### src/rtl/alu_issue_stage.sv
// alu_issue_stage: decodes and registers one ALU operation, captures the external ALU's result
// and hands it downstream through a valid/ready handshake (IDLE -> EXEC -> HOLD).
module alu_issue_stage #(
    parameter int WIDTH = 32
) (
    input  logic             clk,
    input  logic             reset,
    input  logic             in_valid,
    output logic             in_ready,
    input  logic [1:0]       in_aluop,
    input  logic [5:0]       in_funct,
    input  logic             in_src_imm,
    input  logic [WIDTH-1:0] in_a,
    input  logic [WIDTH-1:0] in_b,
    input  logic [15:0]      in_imm,
    output logic [WIDTH-1:0] alu_op1,
    output logic [WIDTH-1:0] alu_op2,
    output logic [2:0]       alu_sel,
    input  logic [WIDTH-1:0] alu_result,
    output logic             out_valid,
    input  logic             out_ready,
    output logic [WIDTH-1:0] out_result,
    output logic             out_zero,
    output logic             out_illegal
);
    typedef enum logic [1:0] {IDLE, EXEC, HOLD} state_t;

    state_t           state_q, state_d;
    logic [WIDTH-1:0] op1_q, op1_d, op2_q, op2_d, res_q, res_d;
    logic [2:0]       sel_q, sel_d, dec_sel;
    logic             ill_q, ill_d, zero_q, zero_d, oill_q, oill_d;
    logic             dec_ill, accept;
    logic [WIDTH-1:0] imm_ext;

    assign in_ready    = (state_q == IDLE) || (state_q == HOLD && out_ready);
    assign accept      = in_valid && in_ready;
    assign imm_ext     = {{(WIDTH-16){in_imm[15]}}, in_imm};
    assign out_valid   = state_q == HOLD;
    assign alu_op1     = op1_q;
    assign alu_op2     = op2_q;
    assign alu_sel     = sel_q;
    assign out_result  = res_q;
    assign out_zero    = zero_q;
    assign out_illegal = oill_q;

    always_comb begin
        dec_sel = 3'b000;
        dec_ill = 1'b0;
        case (in_aluop)
            2'b00: dec_sel = 3'b010;
            2'b01: dec_sel = 3'b110;
            2'b10: begin
                case (in_funct)
                    6'b100000: dec_sel = 3'b010;
                    6'b100010: dec_sel = 3'b110;
                    6'b100100: dec_sel = 3'b000;
                    6'b100101: dec_sel = 3'b001;
                    6'b101010: dec_sel = 3'b111;
                    default:   dec_ill = 1'b1;
                endcase
            end
            default: dec_ill = 1'b1;
        endcase
    end

    always_comb begin
        state_d = state_q;
        op1_d   = op1_q;
        op2_d   = op2_q;
        sel_d   = sel_q;
        ill_d   = ill_q;
        res_d   = res_q;
        zero_d  = zero_q;
        oill_d  = oill_q;
        case (state_q)
            IDLE: state_d = accept ? EXEC : IDLE;
            EXEC: begin
                res_d   = ill_q ? '0 : alu_result;
                zero_d  = res_d == '0;
                oill_d  = ill_q;
                state_d = HOLD;
            end
            HOLD: state_d = out_ready ? (in_valid ? EXEC : IDLE) : HOLD;
            default: state_d = IDLE;
        endcase
        if (accept) begin
            op1_d = in_a;
            op2_d = in_src_imm ? imm_ext : in_b;
            sel_d = dec_sel;
            ill_d = dec_ill;
        end
    end

    always_ff @(posedge clk or posedge reset) begin
        if (reset) begin
            state_q <= IDLE;
            op1_q   <= '0;
            op2_q   <= '0;
            sel_q   <= 3'b000;
            ill_q   <= 1'b0;
            res_q   <= '0;
            zero_q  <= 1'b0;
            oill_q  <= 1'b0;
        end else begin
            state_q <= state_d;
            op1_q   <= op1_d;
            op2_q   <= op2_d;
            sel_q   <= sel_d;
            ill_q   <= ill_d;
            res_q   <= res_d;
            zero_q  <= zero_d;
            oill_q  <= oill_d;
        end
    end
endmodule

### config.mk
export PLATFORM = sky130hd
export DESIGN_NAME = alu_issue_stage
export DESIGN_NICKNAME = d
export VERILOG_FILES = /design/src/rtl/alu_issue_stage.sv
export SDC_FILE = /design/constraint.sdc
export NUM_CORES = 1
export LEC_CHECK = 0
export ABC_AREA = 1
export CAP_MARGIN = 20
export CORE_UTILIZATION = 44
export CTS_CLUSTER_SIZE = 14
export DETAILED_ROUTE_END_ITERATION = 7
export MAX_ROUTING_LAYER = met4
export PLACE_DENSITY = 0.86
export SYNTH_ARGS = -nofsm -noshare
export SYNTH_HDL_FRONTEND = slang
export SYNTH_SLANG_ARGS = --single-unit
### constraint.sdc
create_clock -name clk -period 7 [get_ports clk]
set_input_delay 1.4 -clock clk [delete_from_list [all_inputs] [get_ports clk]]
set_output_delay 1.4 -clock clk [all_outputs]
set_load 0.1 [all_outputs]
=== After elaboration in Yosys (flattened, before gate mapping) ===
Cells that the tools add are included.

* Bits of input ports: 125
* Register bits after elaboration: 104
* Output and inout port bits: 103

* Equality and inequality tests: 9
* Reductions and logical operators: 8
* Multiplexer cells: 10

{| class="wikitable"
|+ Operator list
! operator !! count
|-
| 32-bit 2-to-1 mux || 2
|-
| 32-bit logical NOT || 1
|-
| 6-bit == test (second input constant) || 5
|-
| 3-bit one-hot mux with 4 select lines || 1
|-
| 3-bit one-hot mux with 3 select lines || 1
|-
| 2-bit one-hot mux with 3 select lines || 1
|-
| 5-bit OR reduction || 1
|-
| 2-bit by 1-bit == test with 1-bit output (second input constant) || 2
|-
| 2-bit == test (second input constant) || 2
|-
| 2-bit logical NOT || 2
|-
| 1-bit 2-to-1 mux || 3
|-
| 1-bit logical AND || 2
|-
| 2-bit 2-to-1 mux || 1
|-
| 1-bit one-hot mux with 2 select lines || 1
|-
| 2-bit OR reduction || 1
|-
| 1-bit logical OR || 1
|}

=== Depth between registers and ports, before layout ===
* Word-level depth: 6
* Gate-level depth with buffers: 9
* Mapped depth without buffers: 9

=== Least setup slack after synthesis ===
No wires, ideal clock.

* Path type: input to output
* From: input port out_ready
* To: output port in_ready
* Path buffers: 0
* Stages on the path: 2
* Path slack: 3.682 ns
* Data arrival time: 1.918 ns
* Cells stage by stage: nor2_4 nor2_4

* Cells in the longest elaborated chain, start to end: 2

{| class="wikitable"
|+ RTL lines
! element !! RTL line !! text
|-
| start: declaration || 21 || <nowiki>input logic out_ready,</nowiki>
|-
| 1-bit logical AND || 35 || <nowiki>assign in_ready = (state_q == IDLE) || (state_q == HOLD && out_ready);</nowiki>
|-
| 1-bit logical OR || 35 ||
|-
| end: declaration || 9 || <nowiki>output logic in_ready,</nowiki>
|}

No other way between the ends.

=== Worst setup path after layout ===
Same ends and word-level chain as after synthesis.

==> impl_metrics.yaml <==
status:
  status: "complete, no violations"
worst_setup_path:
  critical-path-max-stage-delay_ps: 1140
  timing.critical_path.cells: "clkdlybuf4s50_1 > nor2_4 > nor2_4 > clkdlybuf4s50_1"
  timing.critical_path.slowest_stage_cell: "sky130_fd_sc_hd__clkdlybuf4s50_1"
  reg2reg_setup_slack_ps: 4620
  crit_arrival_ps: 3210
  critPathRequiredTime_ps: 5600
  critical_path.reg2reg.endpoint: "ill_q$_DFFE_PP0P_"
  worstSetupPathType: "primary input to output port"
  worst_r2r_startpoint: "state_q[1]$_DFF_PP0_"
  path_max_fanout: 3
  critical_path_depth: 4
  cp-end-kind: "output port"
  critical-path-top-delay-family: "buffers and inverters"
  crit_buf_inv: 2
  worst_setup_path_start_kind: "primary input"
  r2r_cells: 10
die:
  floorplan.io_pins: 228
  core_um2: 9910
  die-area_um2: 10800
  die-width_um: 104
  rows: 36
  initial_utilization: 0.461
  dieHeight_um: 104
global_routing:
  number_of_antenna_violations_at_the_first_check_in_global_routing: 0
  overflow: 0
  grt_first_pass_wirelength_mm: 21.2
  grt_start_max_net_pins: 86
  via_count_of_the_first_global_routing_pass: 4364
  globalRouteTotalUtil: 0.253
pwr:
  vdd.ir_drop.worst_mv: 0.258
  finalPower_uw: 3180
  power-per-cell-area_nw_per_um2: 452
  power.leakage_uw: 0.00341
logic_synthesis:
  synthTopCellsByArea: "sky130_fd_sc_hd__dfrtp_1 (57%), sky130_fd_sc_hd__nand2_1 (21%), sky130_fd_sc_hd__o21ai_0 (7.7%)"
  synth.distinct_cells: 19
  synth-edff-count: 0
  synth_top_area_cell: "sky130_fd_sc_hd__dfrtp_1"
  synthesis.yosys.warnings: 0
  synth_fp_nets: 687
  syn-cell-area_um2: 4560
  async_set_reset_flop_share_out_of_synthesis: 1.00
  synth.avg_cell_area_um2: 8.12
  synthDominantCellAreaShare: 0.570
  syn-instance-count: 562
  yosysSeqAreaShare: 0.570
  synth.most_common_cell: "sky130_fd_sc_hd__nand2_1"
  post_synth_most_frequent_cells: "sky130_fd_sc_hd__nand2_1 (259), sky130_fd_sc_hd__dfrtp_1 (104), sky130_fd_sc_hd__o21ai_0 (70)"
  ys_seq_elements: 104
  yosys_most_used_dff: "sky130_fd_sc_hd__dfrtp_1"
cts:
  holdBufCountCts: 0
  worst_setup_hold_path_clk_slew_ps: 90
  tritoncts.num_buffers: 9
  cts-root-to-sink-buffers: 2
  worstSkewPairLatency_ps: 360
  post_cts_buffers: 0
  clock_tree.htree_level_count: 3
  cts_tree: "built"
  post_cts_resize_count: 0
  clock_sinks: 104
  clock-root-buffer: "sky130_fd_sc_hd__clkbuf_8"
finish:
  postLayoutCoreUtil: 0.710
  layout.cell_area.non_filler_um2: 7040
  final_layout_size_suffix_gt1_frac: 0.0411
  n_antenna_cell: 0
  layout-area-overhead-vs-synth_pct: 54.2
  nNetsFinal: 898
min_path:
  hold_path_depth: 1
  worst_hold_startpoint: "state_q[1]$_DFF_PP0_"
  holdCritPathClass: "flip-flop to flip-flop"
  capture_endpoint_of_the_worst_hold_path: "state_q[1]$_DFF_PP0_"
run:
  count_of_maximum_capacitance_violations: 0
sta:
  worst_pin_slew_ps: 1030
  shortest_period_the_worst_path_allows_ps: 4610
  finalSetupTns_ps: 0
  rsz0062_at_grt: "no"
  report.final.setup_viol: 0
  slew_headroom: 0.310
  maxClockFrequency_mhz: 217
  post-route-period-util: 0.659
  report.final.slew_viol_count: 0
  finalClockSkew_ps: 9.37
  finalHoldViolations: 0
place:
  placedInstanceArea_um2: 6840
  globalplace.congestion: 0.890
  detailed_place_hpwl_mm: 9.52
  io_buffer_count: 227
detailed_routing:
  drt-initial-drc-count: 193
  postRouteWirelength_mm: 13.0
  post_drt_wl_per_cell_um: 14.3
  firstDrtPassIters: 5
  viasPerCell: 4.84
  num_vias: 4409
  drt_drc_violations_left: 0
  route.antenna.remaining_nets: 0
-- layout make-up --
class	count	area, um2
clock buffer	12	145
clock inverter	4	53.8
inverter	45	171
tap	133	166
multi-input combinational	383	1610
fill	745	2870
timing repair buffer	230	2290
sequential	104	2600
-- power by group --
group | internal, uW | total [uW] | switching (uW)
clock network | 176 | 378 | 202
registers | 766 | 860 | 94.9
logic | 420 | 1940 | 1520
total | 1360 | 3180 | 1820
-- worst max path at each step --
stage / slack (ps) / from / end
after floorplan: 2870 / reset / alu_op1[0]$_DFFE_PP0P_
after global placement: 2410 / out_ready / in_ready
after detailed placement: 2380 / out_ready / in_ready
after CTS: 2380 / out_ready / in_ready
after global routing: 2360 / out_ready / in_ready
final: 2390 / out_ready / in_ready
-- state kept, by name (all words and copies together), names as in the netlist --
name	flops
state_q	2
out_result	32
alu_op1	32
out_zero	1
alu_op2	32
ill_q	1
alu_sel	3
out_illegal	1
-- kinds of logic (layout without fill, tap and decap cells) --
group | count (synthesis) | after routing | share of synthesized area
DFF | 104 | 104 | 0.570
buffers and inverters | 75 | 291 | 0.0778
AOI/OAI and AO/OA | 84 | 84 | 0.0924
and+or+nand+nor | 299 | 299 | 0.260
-- per-stage QoR --
stage,hold slack (ps),cells,worst slack (ps)
final,480,911,2390
after global routing,489,911,2360
after CTS,481,911,2380
after detailed placement,465,895,2380
after global placement,455,895,2410
after floorplan,444,562,2870
-- layout by cell type, fill, tap and decap left out, drive strengths merged, types with 2 or more instances in the layout --
master         netlist  layout
buf                 23       3
clkbuf               7      12
clkdlybuf4s50        0     227
clkinvlp             0       2
dfrtp              104     104
inv                 45      45
nand2              267     267
nand3                5       5
nand4                5       5
nor2                21      21
o21ai               82      82
-- metal layers --
metal,global-route usage,part of all wire,vias up
li1,-,-,2155
met1,0.302,0.41,2018
met2,0.421,0.50,204
met3,0.0508,0.066,32
met4,0.104,0.029,0
met5,-,0,-
(Power assumes the default switching activity.)
